==> src/rtl/freq_div_pkg.sv <==
// Shared definitions for the freq_div output monitor: channel FSM encoding and channel indices.
// No logic, no latency.
// No flow control.
package freq_div_pkg;

    typedef enum logic [1:0] {
        IDLE  = 2'd0,
        TRACK = 2'd1,
        FAULT = 2'd2
    } mon_state_t;

    localparam int CH_50 = 0;
    localparam int CH_10 = 1;
    localparam int CH_1  = 2;
    localparam int N_CH  = 3;

endpackage

==> src/rtl/freq_div_chan_mon.sv <==
// One divided-clock channel: measures CLK_in cycles between transitions and tracks good/fault status.
// err is registered state; lock_nxt is the combinational next-cycle lock term for the top register.
// No backpressure: one sample accepted every CLK_in cycle.
module freq_div_chan_mon
    import freq_div_pkg::*;
#(
    parameter int HP     = 5,
    parameter int LOCK_N = 4,
    parameter int CW     = 8
) (
    input  logic          CLK_in,
    input  logic          RST,
    input  logic          div_clk,
    input  logic          CLR,
    output logic          err,
    output logic          lock_nxt,
    output logic [CW-1:0] last_meas
);

    localparam int GW = $clog2(LOCK_N + 1);
    localparam logic [CW-1:0] HP_V    = CW'(HP);
    localparam logic [CW-1:0] HP1_V   = CW'(HP + 1);
    localparam logic [CW-1:0] CNT_MAX = {CW{1'b1}};
    localparam logic [GW-1:0] GOOD_MAX = GW'(LOCK_N);

    mon_state_t    state, state_nxt;
    logic          prev;
    logic          trans;
    logic [CW-1:0] cnt, cnt_nxt, cnt_inc;
    logic [GW-1:0] good, good_nxt;
    logic [CW-1:0] last_nxt;

    assign trans   = div_clk ^ prev;
    assign cnt_inc = (cnt == CNT_MAX) ? cnt : cnt + CW'(1);

    always_comb begin
        state_nxt = state;
        cnt_nxt   = cnt;
        good_nxt  = good;
        last_nxt  = last_meas;
        if (CLR) begin
            // Clear wins over anything detected this cycle; partial interval is dropped.
            state_nxt = IDLE;
            cnt_nxt   = '0;
            good_nxt  = '0;
        end else begin
            case (state)
                IDLE: begin
                    if (trans) begin
                        state_nxt = TRACK;
                        cnt_nxt   = CW'(1);
                    end
                end
                TRACK: begin
                    if (trans) begin
                        last_nxt = cnt;
                        cnt_nxt  = CW'(1);
                        if (cnt == HP_V) begin
                            good_nxt = (good == GOOD_MAX) ? good : good + GW'(1);
                        end else begin
                            state_nxt = FAULT;
                            good_nxt  = '0;
                        end
                    end else if (cnt >= HP1_V) begin
                        // Stuck or slow: no edge by HP+1, report the overrun length.
                        last_nxt  = HP1_V;
                        state_nxt = FAULT;
                        good_nxt  = '0;
                    end else begin
                        cnt_nxt = cnt_inc;
                    end
                end
                FAULT: begin
                    cnt_nxt  = '0;
                    good_nxt = '0;
                end
                default: begin
                    state_nxt = IDLE;
                    cnt_nxt   = '0;
                    good_nxt  = '0;
                end
            endcase
        end
    end

    always_ff @(posedge CLK_in) begin
        if (RST) begin
            state     <= IDLE;
            prev      <= 1'b0;
            cnt       <= '0;
            good      <= '0;
            last_meas <= '0;
        end else begin
            state     <= state_nxt;
            prev      <= div_clk;
            cnt       <= cnt_nxt;
            good      <= good_nxt;
            last_meas <= last_nxt;
        end
    end

    assign err      = (state == FAULT);
    assign lock_nxt = (state_nxt == TRACK) && (good_nxt == GOOD_MAX);

endmodule

==> src/rtl/freq_div_monitor.sv <==
// Checks the three freq_div outputs for correct half-periods; sticky per-channel ERR, LOCK and MEAS readback.
// ERR/LOCK update on the detection edge; MEAS follows MEAS_SEL one cycle later.
// No backpressure: inputs sampled every CLK_in cycle.
module freq_div_monitor
    import freq_div_pkg::*;
#(
    parameter int HP_50  = 1,
    parameter int HP_10  = 5,
    parameter int HP_1   = 50,
    parameter int LOCK_N = 4,
    parameter int CW     = 8
) (
    input  logic          CLK_in,
    input  logic          RST,
    input  logic          CLK_50,
    input  logic          CLK_10,
    input  logic          CLK_1,
    input  logic          CLR,
    input  logic [1:0]    MEAS_SEL,
    output logic [2:0]    ERR,
    output logic          LOCK,
    output logic [CW-1:0] MEAS
);

    logic [N_CH-1:0] ok_nxt;
    logic [CW-1:0]   meas_50, meas_10, meas_1;
    logic [CW-1:0]   meas_nxt;

    freq_div_chan_mon #(.HP(HP_50), .LOCK_N(LOCK_N), .CW(CW)) u_ch_50 (
        .CLK_in    (CLK_in),
        .RST       (RST),
        .div_clk   (CLK_50),
        .CLR       (CLR),
        .err       (ERR[CH_50]),
        .lock_nxt  (ok_nxt[CH_50]),
        .last_meas (meas_50)
    );

    freq_div_chan_mon #(.HP(HP_10), .LOCK_N(LOCK_N), .CW(CW)) u_ch_10 (
        .CLK_in    (CLK_in),
        .RST       (RST),
        .div_clk   (CLK_10),
        .CLR       (CLR),
        .err       (ERR[CH_10]),
        .lock_nxt  (ok_nxt[CH_10]),
        .last_meas (meas_10)
    );

    freq_div_chan_mon #(.HP(HP_1), .LOCK_N(LOCK_N), .CW(CW)) u_ch_1 (
        .CLK_in    (CLK_in),
        .RST       (RST),
        .div_clk   (CLK_1),
        .CLR       (CLR),
        .err       (ERR[CH_1]),
        .lock_nxt  (ok_nxt[CH_1]),
        .last_meas (meas_1)
    );

    always_comb begin
        meas_nxt = '0;
        case (MEAS_SEL)
            2'd0:    meas_nxt = meas_50;
            2'd1:    meas_nxt = meas_10;
            2'd2:    meas_nxt = meas_1;
            default: meas_nxt = '0;
        endcase
    end

    // LOCK is built from next-state terms so it drops on the same edge ERR rises.
    always_ff @(posedge CLK_in) begin
        if (RST) begin
            LOCK <= 1'b0;
            MEAS <= '0;
        end else begin
            LOCK <= &ok_nxt;
            MEAS <= meas_nxt;
        end
    end

endmodule

==> config.mk <==
export PLATFORM = sky130hd
export DESIGN_NAME = freq_div_monitor
export DESIGN_NICKNAME = d
export VERILOG_FILES = /design/src/rtl/freq_div_pkg.sv /design/src/rtl/freq_div_chan_mon.sv /design/src/rtl/freq_div_monitor.sv
export SDC_FILE = /design/constraint.sdc
export NUM_CORES = 1
export LEC_CHECK = 0
export CAP_MARGIN = 20
export CORE_MARGIN = 8
export CORE_UTILIZATION = 60
export CTS_CLUSTER_SIZE = 8
export DETAILED_ROUTE_END_ITERATION = 8
export HOLD_SLACK_MARGIN = 0.06
export PLACE_DENSITY = 0.8
export SYNTH_ARGS = -nofsm -noshare
export SYNTH_HDL_FRONTEND = slang
export SYNTH_SLANG_ARGS = --single-unit
export TNS_END_PERCENT = 50
==> constraint.sdc <==
create_clock -name CLK_in -period 3.4 [get_ports CLK_in]
set_clock_uncertainty 0.05 [all_clocks]
set_input_delay 0.51 -clock CLK_in [delete_from_list [all_inputs] [get_ports CLK_in]]
set_output_delay 0.51 -clock CLK_in [all_outputs]
set_load 0.03 [all_outputs]
# Word level (Yosys, flattened, before mapping)
# Index checks and enable logic that the tools add are counted.
# classes
n_reduce_logical	18
addsub	6
n_eq_ne	32
n_bitwise	4
muxes	58
n_lt_le_gt_ge	3
# op_table
cell	count
$mux W8	18
$pmux W8 S2	3
$mux W3	15
$mux W2	15
$add A8 B1 Y8 const B	3
$eq A8 B8 Y1 const B	3
$pmux W8 S3	1
$reduce_and A3 Y1	7
$eq A3 B3 Y1 const B	6
$ne A3 B2 Y1 const B	6
$pmux W2 S3	3
$pmux W3 S2	3
$eq A2 B1 Y1 const B	7
$add A3 B1 Y3 const B	3
$eq A2 B2 Y1 const B	4
$eq A8 B1 Y1 const B	1
$eq A8 B3 Y1 const B	1
$eq A8 B6 Y1 const B	1
$ge A8 B2 Y1 const B	1
$ge A8 B3 Y1 const B	1
$ge A8 B6 Y1 const B	1
$logic_not A2 Y1	4
$ne A2 B1 Y1 const B	3
$reduce_bool A2 Y1	3
4 further kinds	8
# totals
out_inout_bits	12
elab_cells	138
reg_bits	75

# Depth between registers and ports, before layout
# Gate-level depths: netlist of run 1.
# logic_depth
word_depth	9
ltp_mapped	9
mapped_depth_nobuf	8

# Cells and area by module
# A second synthesis of run 1 with hierarchy kept.
# unflattened
cells_unflattened	399
area_unflattened_um2	3554.7
# by_module_without_submodules
module	area_each_um2	seq_area_each_um2	cells_each	n_inst
freq_div_chan_mon (u_ch_50)	1063.5	440.4	124	1
freq_div_chan_mon (u_ch_1)	1044.8	440.4	113	1
freq_div_chan_mon (u_ch_10)	1004.7	440.4	115	1
freq_div_monitor	441.7	180.2	47	1

# Worst setup path after synthesis of run 1
# OpenSTA, ideal clock, no wires.
# synth_timing
path_type	reg-to-reg
start	register u_ch_1.cnt[0]
end	register LOCK
t_arrival_ps	2014
stages_incl_launch_ff	9
setup_time_ps	61
slack_ps	1275
synth_period_minus_slack_ps	2125
path_cell_list	dfxtp_1 -> inv_1 -> ha_1 -> or3b_2 -> nor4b_1 -> a31oi_1 -> nand2b_1 -> nor4_1 -> and4_1
# synth_via
elab_chain_cells	8
word_cells_on_any_way	16
cone_classes	1 x order compare; 3 x eq/ne; 10 x mux; 2 x reduce/logical
# synth_rtl
item	line_no	rtl
from (decl)	freq_div_chan_mon.sv:29	logic [CW-1:0] cnt, cnt_nxt, cnt_inc;
from (signal assigned)	freq_div_chan_mon.sv:96	cnt <= cnt_nxt;
$ge A8 B6 Y1 or $eq A8 B6 Y1 (tied branches)	freq_div_chan_mon.sv:64, freq_div_chan_mon.sv:58	
$mux W3, or another cell as far along	freq_div_chan_mon.sv:64	end else if (cnt >= HP1_V) begin
$mux W3 or $mux W2 (tied branches)	freq_div_chan_mon.sv:55	if (trans) begin
$pmux W3 S2 or $pmux W2 S3 (tied branches)	freq_div_chan_mon.sv:47	case (state)
$mux W3 or $mux W2 (tied branches)	freq_div_chan_mon.sv:41	if (CLR) begin
$eq A3 B3 Y1 or $eq A2 B1 Y1 (tied branches)	freq_div_chan_mon.sv:103	assign lock_nxt = (state_nxt == TRACK) && (good_nxt == GOOD_MAX);
$logic_and A1 B1 Y1 (*)	freq_div_chan_mon.sv:103	
$reduce_and A3 Y1 (*)	freq_div_monitor.sv:75	LOCK <= &ok_nxt;
to (signal assigned)	freq_div_monitor.sv:75	
to (decl)	freq_div_monitor.sv:21	output logic LOCK,
# Every way passes the cells marked *; elsewhere a longest branch is shown, timed or not.
# A chain may end at the register's enable or synchronous reset.

# Worst setup path after layout of run 1
# layout_timing
start	input CLK_50
end	register LOCK
# layout_via
elab_chain_cells	7
word_cells_on_any_way	12
cone_classes	2 x eq/ne; 7 x mux; 1 x bitwise; 2 x reduce/logical
# layout_rtl
item	line_no	rtl
from (decl)	freq_div_monitor.sv:15	input logic CLK_50,
$xor A1 B1 Y1 (*)	freq_div_chan_mon.sv:33	assign trans = div_clk ^ prev;
$mux W3, or another cell as far along	freq_div_chan_mon.sv:55	
$pmux W3 S2 or $pmux W2 S3 (tied branches)	freq_div_chan_mon.sv:47	
$mux W3 or $mux W2 (tied branches)	freq_div_chan_mon.sv:41	
$eq A3 B3 Y1 or $eq A2 B1 Y1 (tied branches)	freq_div_chan_mon.sv:103	
$logic_and A1 B1 Y1 (*)	freq_div_chan_mon.sv:103	
$reduce_and A3 Y1 (*)	freq_div_monitor.sv:75	
# Marked as above.

==> results of run 1 <==
## placed cells by master (no fill, tap or decap), types with 3 or more instances in the layout
cell type         n
nor2_1           85
dfxtp_1          75
inv_1            20
a21oi_1          20
nand2_1          19
clkdlybuf4s50_1  19
a22oi_1          18
nor2b_1          14
nor3_1           14
ha_1             14
clkbuf_8          9
xnor2_1           8
mux2i_1           8
a31oi_1           8
nand3_1           6
xor2_1            5
nand2b_1          5
or3_1             5
a221oi_1          5
a311oi_1          4
and4_1            4
a41oi_1           4
nor4_1            3
o21ba_2           3
o22ai_1           3
o21a_1            3
buf_4             3
## worst max-delay path, stage by stage
cell and delay [ps]:
clkdlybuf4s50_1 520, xor2_1 420, nand2_1 200, or3_1 420, a221oi_1 310, nor4b_1 90
and4_1 200
## power by group
group	switching [mW]	internal (mW)
Combinational	0.0820	0.0474
Sequential	0.0144	0.889
Clock	0.331	0.411
Total	0.427	1.35
## routing by layer
layer | vias to the layer above | wire [um] | track usage
met4 | 0 | 226 | 0.113
li1 | 1461 | - | -
met2 | 74 | 3770 | 0.310
met3 | 21 | 303 | 0.0396
met5 | - | 0 | 0
met1 | 1378 | 3420 | 0.219
## Yosys cell counts, types with 2 or more instances
| cell | instances | share of area |
|---|---|---|
| nor3_1 | 14 | 0.020 |
| nor2b_1 | 14 | 0.025 |
| or4_4 | 2 | 0.0064 |
| buf_4 | 3 | 0.0064 |
| xnor2_1 | 8 | 0.020 |
| ha_1 | 14 | 0.050 |
| a21o_1 | 2 | 0.0043 |
| inv_1 | 20 | 0.021 |
| xor2_1 | 5 | 0.012 |
| o21a_1 | 3 | 0.0064 |
| a31oi_1 | 8 | 0.014 |
| nor4b_1 | 2 | 0.0050 |
| dfxtp_1 | 75 | 0.43 |
| a41oi_1 | 4 | 0.010 |
| or3_1 | 5 | 0.0089 |
| mux2_2 | 2 | 0.0064 |
| a2111o_1 | 2 | 0.0064 |
| a32oi_1 | 2 | 0.0050 |
| o22ai_1 | 3 | 0.0053 |
| o21ba_2 | 3 | 0.0085 |
| nor4_1 | 3 | 0.0053 |
| a221oi_1 | 5 | 0.012 |
| mux2i_1 | 8 | 0.023 |
| a22oi_1 | 18 | 0.038 |
| a211oi_1 | 2 | 0.0043 |
| nand3_1 | 6 | 0.0085 |
| and3_1 | 2 | 0.0036 |
| nand2b_1 | 5 | 0.0089 |
| and2_1 | 2 | 0.0036 |
| nor2_1 | 85 | 0.091 |
| clkbuf_1 | 12 | 0.013 |
| a21oi_1 | 20 | 0.028 |
| and4_1 | 4 | 0.010 |
| a311oi_1 | 4 | 0.010 |
| nand2_1 | 19 | 0.020 |
## state kept, by name (all words and copies together) (netlist names)
name / count
u_ch_50.cnt: 8
u_ch_50.last_meas: 8
u_ch_10.cnt: 8
u_ch_1.last_meas: 8
u_ch_10.last_meas: 8
u_ch_10.prev: 1
u_ch_50.state: 2
u_ch_10.state: 2
u_ch_1.good: 3
u_ch_1.state: 2
u_ch_1.cnt: 8
u_ch_50.prev: 1
LOCK: 1
u_ch_10.good: 3
u_ch_1.prev: 1
u_ch_50.good: 3
MEAS: 8
## stage by stage
stage	power (mW)	hold WS, ps	setup WS [ps]	area, um2	std cells
floorplan	1.02	379	1270	3510	406
global placement	1.05	407	624	3730	485
detailed placement	1.05	409	576	3730	485
CTS	1.78	421	940	3950	500
global route	1.84	453	762	3950	501
finish	1.77	420	904	3950	501
## how the worst max path moves through the flow
stage / depth (start not counted) / start / to
finish: 7 / CLK_50 / LOCK$_SDFF_PP0_
global route: 7 / u_ch_1.cnt[1]$_SDFFE_PP0P_ / LOCK$_SDFF_PP0_
CTS: 7 / CLK_50 / LOCK$_SDFF_PP0_
detailed placement: 7 / CLK_50 / LOCK$_SDFF_PP0_
global placement: 7 / CLK_50 / LOCK$_SDFF_PP0_
floorplan: 8 / u_ch_1.cnt[0]$_SDFFE_PP0P_ / LOCK$_SDFF_PP0_
## cells by family (layout without fill, tap and decap cells)
logic type,Yosys count,count (layout),share of synthesized area
muxes,10,10,0.0292
adders and majority gates,14,14,0.0499
buffers and inverters,38,58,0.0463
DFF,75,75,0.427
xor gates and xnor gates,13,13,0.0324
and+or+nand+nor,169,169,0.229
AOI/OAI and AO/OA,87,87,0.186
## cell type report
class | instances | area share
clock buffer | 9 | 0.0313
clock inverter | 6 | 0.0228
tap | 75 | 0.0237
timing repair buffer | 23 | 0.0551
multi-input combinational | 293 | 0.468
inverter | 20 | 0.0190
sequential | 75 | 0.380
==> impl_metrics.tcl, run 1 <==
set metrics [dict create \
    hold_violations 0 \
    hpwl_mm 5.50 \
    cts.path.max_buffers 2 \
    synth_area_um2 3510 \
    hold_depth 2 \
    path_class "in -> reg" \
    rrSetupSlack_ps 910 \
    areaGrowthSynthToFinish_pct 12.5 \
    ctsHoldBuffers 0 \
    synth_edf_count 0 \
    reg2regPathDepth 8 \
    synth_ff_type "dfxtp_1" \
    ioPinCount 20 \
    overflow 0 \
    start_kind "primary input" \
    fin_setup_tns_ps 0 \
    cp.arrival_ps 2690 \
    grtUsageTotal 0.188 \
    grt_antenna_before_repair 0 \
    wirelength_mm 7.72 \
    cap_violations 0 \
    tightest_slew_ps 666 \
    post_cts_resized 0 \
    finalSetupViolCount 0 \
    postCtsSetupRepairBufs 0 \
    die_w_um 92.5 \
    cellPowerDensity_nw_per_um2 449 \
    gp_congestion 0.925 \
    coreArea_um2 5780 \
    seq_area_um2 1500 \
    first_pass_iters 4 \
    run_status "finished clean" \
    vdd_drop_max_uv 299 \
    num_antenna_cells 0 \
    final_core_util 0.684 \
    port_buffers 19 \
    grt_pass1_wl_mm 13.0 \
    ys_types 55 \
    slew_violations 0 \
    cts_sinks 75 \
    ys_warn_count 0 \
    fin_crit_sh 0.734 \
    crit_path_end_kind "flip-flop" \
    dieHeight_um 92.5 \
    multi_input_area_um2 1850 \
    clk-insertion-delay-late_ps 350 \
    rows 28 \
    numCtsBuffers 9 \
    timing.rr.end "LOCK$_SDFF_PP0_" \
    first_global_vias 2851 \
    worstPathRequired_ps 3590 \
    cts_tree "yes" \
    final_nets 444 \
    relSlewSlack 0.553 \
    drive_above_1_share 0.0704 \
    rsz0062_at_grt "no" \
    fill_cells 482 \
    fin_crit_ps 2500 \
    vias_per_cell 5.86 \
    ys_seq_area_frac 0.427 \
    synthArstFlopShare 0 \
    power.leakage_nw 1.40 \
    drc 0 \
    cts.htree.levels 3 \
    cts.reportedPaths.clkPinSlew_ps 80 \
    post_drt_wl_per_cell_um 15.4 \
    r2r_start "u_ch_1.cnt[0]$_SDFFE_PP0P_" \
    grt_max_degree 33 \
    dieArea_um2 8560 \
    root_buffer "clkbuf_8" \
    synth_area_per_cell_um2 8.65 \
    worstHoldEndpoint "u_ch_10.cnt[7]$_SDFFE_PP0P_" \
    ys_ff_latch 75 \
    syn-instance-count 406 \
    min_from "u_ch_10.cnt[7]$_SDFFE_PP0P_" \
    first_iter_violations 212 \
    hold_path.class "reg -> reg" \
    fmax_mhz 401 \
    ant_nets 0 \
    cp_max_fo 6 \
    initial_utilization 0.608 \
    num_vias 2934 \
    syn-num-nets 428 \
]
Note: power is estimated with default switching activity, not from simulation.
==> inputs of run 2 (changes only) <==
--- a/config.mk
+++ b/config.mk
@@ -7,11 +7,11 @@
 export LEC_CHECK = 0
 export CAP_MARGIN = 20
 export CORE_MARGIN = 8
-export CORE_UTILIZATION = 60
+export CORE_UTILIZATION = 53
 export CTS_CLUSTER_SIZE = 8
 export DETAILED_ROUTE_END_ITERATION = 8
 export HOLD_SLACK_MARGIN = 0.06
-export PLACE_DENSITY = 0.8
+export PLACE_DENSITY = 0.75
 export SYNTH_ARGS = -nofsm -noshare
 export SYNTH_HDL_FRONTEND = slang
 export SYNTH_SLANG_ARGS = --single-unit
==> constraint.sdc (replaced) <==
create_clock -name CLK_in -period 2.2 [get_ports CLK_in]
set_clock_uncertainty 0.05 [all_clocks]
set_input_delay 0.33 -clock CLK_in [delete_from_list [all_inputs] [get_ports CLK_in]]
set_output_delay 0.33 -clock CLK_in [all_outputs]
set_load 0.03 [all_outputs]
==> impl_metrics.tcl, run 2 (synthesis gave the netlist of run 1 again) <==
set metrics [dict create \
    hold_violations 0 \
    wirelength_mm 8.21 \
    dieHeight_um 97.4 \
    worst_path_dominant_cell_family "simple AND/OR/NAND/NOR gates" \
    numCtsBuffers 9 \
    final_cells 543 \
    power.leakage_nw 1.66 \
    path_depth 9 \
    areaGrowthSynthToFinish_pct 23.7 \
    fin_crit_ps 2240 \
    tightest_slew_ps 853 \
    die_w_um 97.4 \
    ctsHoldBuffers 0 \
    port_buffers 19 \
    drc 0 \
    coreArea_um2 6390 \
    cts.reportedPaths.clkPinSlew_ps 80 \
    dieArea_um2 9490 \
    crit_buf_inv 2 \
    worstPathRequired_ps 2440 \
    crit_chain "inv_2 > ha_2 > or3b_4 > nor4b_4 > buf_4 > a31oi_4 > nand2b_4 > nor4_4 > and4_1" \
    grt_pass1_wl_mm 13.8 \
    cts.htree.levels 3 \
    cellPowerDensity_nw_per_um2 620 \
    hpwl_mm 6.06 \
    final_common_cell "nor2_1" \
    final_nets 483 \
    hold_depth 2 \
    seq_area_um2 1500 \
    fmax_mhz 447 \
    cap_violations 0 \
    vdd_drop_max_uv 549 \
    slew_violations 0 \
    ioPinCount 20 \
    num_antenna_cells 0 \
    violations "setup timing" \
    num_vias 3111 \
    root_buffer "clkbuf_8" \
    cpPeakStageDelay_ps 390 \
    reg2regPathDepth 9 \
    cts.path.max_buffers 2 \
    gp_congestion 0.957 \
    vias_per_cell 5.73 \
    cp.arrival_ps 2480 \
    overflow 0 \
    multi_input_area_um2 1950 \
    grt_antenna_before_repair 0 \
    dp_slack_ps -296 \
    drive_above_1_share 0.182 \
    start_kind "flip-flop" \
    first_iter_violations 253 \
    mostFrequentLayoutCells "nor2_1 (85), dfxtp_1 (73), buf_4 (41)" \
    clk-insertion-delay-late_ps 350 \
    finalSetupViolCount 1 \
    post_drt_wl_per_cell_um 15.1 \
    ant_nets 0 \
    relSlewSlack 0.427 \
    rrSetupSlack_ps -40 \
    power.total_mw 2.69 \
    path_class "reg -> reg" \
    cts_sinks 75 \
    final_cell_area_um2 4350 \
    initial_utilization 0.550 \
    place_area_um2 4030 \
    dpl.cell_count 524 \
    crit_path_top_delay_cell "or3b_4" \
    crit_path_end_kind "flip-flop" \
    setup_slack_ps -39.6 \
    rsz0062_at_grt "yes" \
    fill_cells 512 \
    first_global_vias 2986 \
    first_pass_iters 4 \
    hold_path.class "reg -> reg" \
    rows 29 \
    cp_max_fo 2 \
    cts_tree "yes" \
    fin_crit_sh 1.02 \
    run_status "complete, but fails checks" \
    grtUsageTotal 0.173 \
    grt_max_degree 34 \
]
==> run 2: routing by layer <==
layer / wire (um) / vias to the layer above / track usage
li1: - / 1544 / -
met3: 361 / 13 / 0.0512
met2: 4070 / 68 / 0.283
met4: 119 / 0 / 0.0641
met1: 3650 / 1486 / 0.207
met5: 0 / - / 0
==> run 2: through the flow <==
stage / setup TNS, ps / utilization / hold WS [ps]
6_report: -39.6 / 0.680 / 407
5_1_grt: -124 / 0.680 / 445
4_1_cts: 0 / 0.661 / 407
3_5_place_dp: -3810 / 0.630 / 396
3_3_place_gp: -2960 / 0.630 / 391
2_1_floorplan: 0 / - / 379
==> run 2: timing repair <==
item	CTS	global route
setup endpoints to repair	2	11
setup buffers	0	2
gates resized for setup	2	21
pin swaps	0	5
cloned	0	0
==> run 2: final cells by class <==
cell class	count	share of cell area
timing repair buffer	62	0.121
sequential	75	0.346
multi-input combinational	293	0.449
tap	77	0.0222
inverter	20	0.0173
clock buffer	9	0.0285
clock inverter	7	0.0158
==> run 2: worst register-to-register path, stage by stage, from the launching register on <==
cell	delay, ps
dfxtp_2	330
inv_2	50
ha_2	150
or3b_4	390
nor4b_4	330
buf_4	190
a31oi_4	80
nand2b_4	170
nor4_4	250
and4_1	210
==> run 2: worst paths after layout <==
kind                                      from                           endpoint
min reg2reg  u_ch_50.last_meas[1]$_SDFFE_PP0P_  u_ch_50.last_meas[1]$_SDFFE_PP0P_
min          u_ch_50.last_meas[1]$_SDFFE_PP0P_  u_ch_50.last_meas[1]$_SDFFE_PP0P_
max reg2reg         u_ch_1.cnt[0]$_SDFFE_PP0P_                    LOCK$_SDFF_PP0_
max                 u_ch_1.cnt[0]$_SDFFE_PP0P_                    LOCK$_SDFF_PP0_
==> run 2: report_power, final <==
part	switching, mW	internal (mW)	total (mW)
sequential	0.0198	1.37	1.39
clock	0.508	0.519	1.03
combinational	0.150	0.123	0.273
==> inputs of run 3 (changes only) <==
--- a/config.mk
+++ b/config.mk
@@ -5,7 +5,7 @@
 export SDC_FILE = /design/constraint.sdc
 export NUM_CORES = 1
 export LEC_CHECK = 0
-export CAP_MARGIN = 20
+export CAP_MARGIN = 0
 export CORE_MARGIN = 8
 export CORE_UTILIZATION = 53
 export CTS_CLUSTER_SIZE = 8
==> impl_metrics.tcl, run 3 (synthesis gave the netlist of run 1 again) <==
set metrics [dict create \
    start_kind "flip-flop" \
    coreArea_um2 6390 \
    tightest_slew_ps 849 \
    first_pass_iters 5 \
    gp_congestion 0.957 \
    areaGrowthSynthToFinish_pct 21.7 \
    hold_violations 0 \
    setup_slack_ps -43.4 \
    port_buffers 19 \
    fill_cells 519 \
    rows 29 \
    min_from "u_ch_50.last_meas[1]$_SDFFE_PP0P_" \
    overflow 0 \
    num_antenna_cells 0 \
    slew_violations 0 \
    cts.reportedPaths.clkPinSlew_ps 80 \
    power.leakage_nw 1.63 \
    reg2regPathDepth 9 \
    numCtsBuffers 9 \
    rsz0062_at_grt "yes" \
    final_nets 481 \
    vias_per_cell 5.83 \
    clk-insertion-delay-late_ps 350 \
    cts_sinks 75 \
    fin_crit_ps 2240 \
    internal_power_mw 2.01 \
    grt_pass1_wl_mm 13.8 \
    drive_above_1_share 0.162 \
    power.total_mw 2.69 \
    cellPowerDensity_nw_per_um2 629 \
    run_status "complete, but fails checks" \
    vdd_drop_max_uv 548 \
    finalSetupViolCount 1 \
    first_global_vias 2986 \
    fin_setup_tns_ps -43.4 \
    root_buffer "clkbuf_8" \
    r2r_start "u_ch_1.cnt[0]$_SDFFE_PP0P_" \
    hold_path.class "reg -> reg" \
    dieArea_um2 9490 \
    wirelength_mm 8.20 \
    timing.rr.end "LOCK$_SDFF_PP0_" \
    ctsHoldBuffers 0 \
    dieHeight_um 97.4 \
    initial_utilization 0.550 \
    grt_max_degree 34 \
    final_common_cell "nor2_1" \
    final_cell_area_um2 4280 \
    post_drt_wl_per_cell_um 15.1 \
    die_w_um 97.4 \
    holdWs_ps 413 \
    mostFrequentLayoutCells "nor2_1 (85), dfxtp_1 (73), buf_4 (40)" \
    hold_depth 2 \
    p_comb_frac 0.099 \
    grtUsageTotal 0.173 \
    num_vias 3156 \
    place_area_um2 4030 \
    cts.path.max_buffers 2 \
    swShare 0.251 \
    first_iter_violations 315 \
    cts.htree.levels 3 \
    cp_max_fo 2 \
    pwr-share-seq 0.518 \
    worstHoldEndpoint "u_ch_50.last_meas[1]$_SDFFE_PP0P_" \
    worstPathRequired_ps 2450 \
    ant_nets 0 \
    rrSetupSlack_ps -40 \
    hpwl_mm 6.06 \
    grt_antenna_before_repair 0 \
    violations "setup timing" \
    relSlewSlack 0.430 \
    drc 0 \
    fin_crit_sh 1.02 \
    cp.arrival_ps 2490 \
    path_class "reg -> reg" \
    ioPinCount 20 \
    pwr-share-clk 0.383 \
    crit_path_end_kind "flip-flop" \
    p_sw_mw 0.675 \
    cap_violations 0 \
    fmax_mhz 446 \
    cts_tree "yes" \
]
==> run 3: changes by cell type in the layout (fill, tap and decap cells not counted), sizes merged <==
| cell | change |
|---|---|
| clkbuf | -1 |
| buf | -1 |
==> run 3: power groups by stage <==
stage          clock network (mW)  registers, mW  logic [mW]
6_report                     1.03           1.39       0.266
5_1_grt                      1.11           1.40       0.291
4_1_cts                      1.05           1.39       0.261
3_5_place_dp                    0           1.42       0.260
3_3_place_gp                    0           1.42       0.255
2_1_floorplan                   0           1.42       0.151
==> run 3: stage by stage <==
step | utilization | std cells | setup slack (ps)
2_1_floorplan | - | 406 | 74.8
3_5_place_dp | 0.630 | 524 | -296
5_1_grt | 0.670 | 541 | -171
3_3_place_gp | 0.630 | 524 | -225
4_1_cts | 0.661 | 540 | 1.18
6_report | 0.670 | 541 | -43.4
==> run 3: area by class of cell <==
cell class              instances  area (um2)  area share
multi-input cells             293        1890       0.443
flip-flops and latches         75        1500       0.352
repair buffers                 60         514       0.120
clock buffers                   9         124      0.0290
well taps                      77        96.3      0.0225
inverters                      20        75.1      0.0176
clock inverters                 7        68.8      0.0161
==> run 3: routing by layer <==
layer / wire length, um / vias up / GRT usage / part of all wire
met5: 0 / - / 0 / 0
met4: 189 / 0 / 0.0641 / 0.023
met3: 423 / 18 / 0.0512 / 0.052
met2: 3990 / 85 / 0.283 / 0.49
met1: 3600 / 1510 / 0.207 / 0.44
li1: - / 1543 / - / -
==> run 3: worst max-delay path, stage by stage (launching register included) <==
cell	delay, ps
dfxtp_2	320
inv_1	70
ha_1	130
or3b_4	390
nor4b_4	330
buf_4	180
a31oi_2	90
nand2b_1	150
nor4_1	250
and4_1	210
==> run 3: worst max-delay path by stage <==
stage | from | cells past startpoint | to
6_report | u_ch_1.cnt[0]$_SDFFE_PP0P_ | 9 | LOCK$_SDFF_PP0_
5_1_grt | u_ch_1.cnt[0]$_SDFFE_PP0P_ | 9 | LOCK$_SDFF_PP0_
4_1_cts | CLK_10 | 6 | u_ch_10.last_meas[4]$_SDFFE_PP0P_
3_5_place_dp | CLK_10 | 6 | u_ch_10.last_meas[5]$_SDFFE_PP0P_
3_3_place_gp | CLK_10 | 6 | u_ch_10.last_meas[3]$_SDFFE_PP0P_
2_1_floorplan | u_ch_1.cnt[0]$_SDFFE_PP0P_ | 8 | LOCK$_SDFF_PP0_
==> run 3: what timing repair did <==
action,4_1_cts,5_1_grt
setup buffers,0,1
endpoints found under the setup margin,2,19
pin swaps,0,4
hold endpoints to repair,0,0
gates resized for setup,2,11
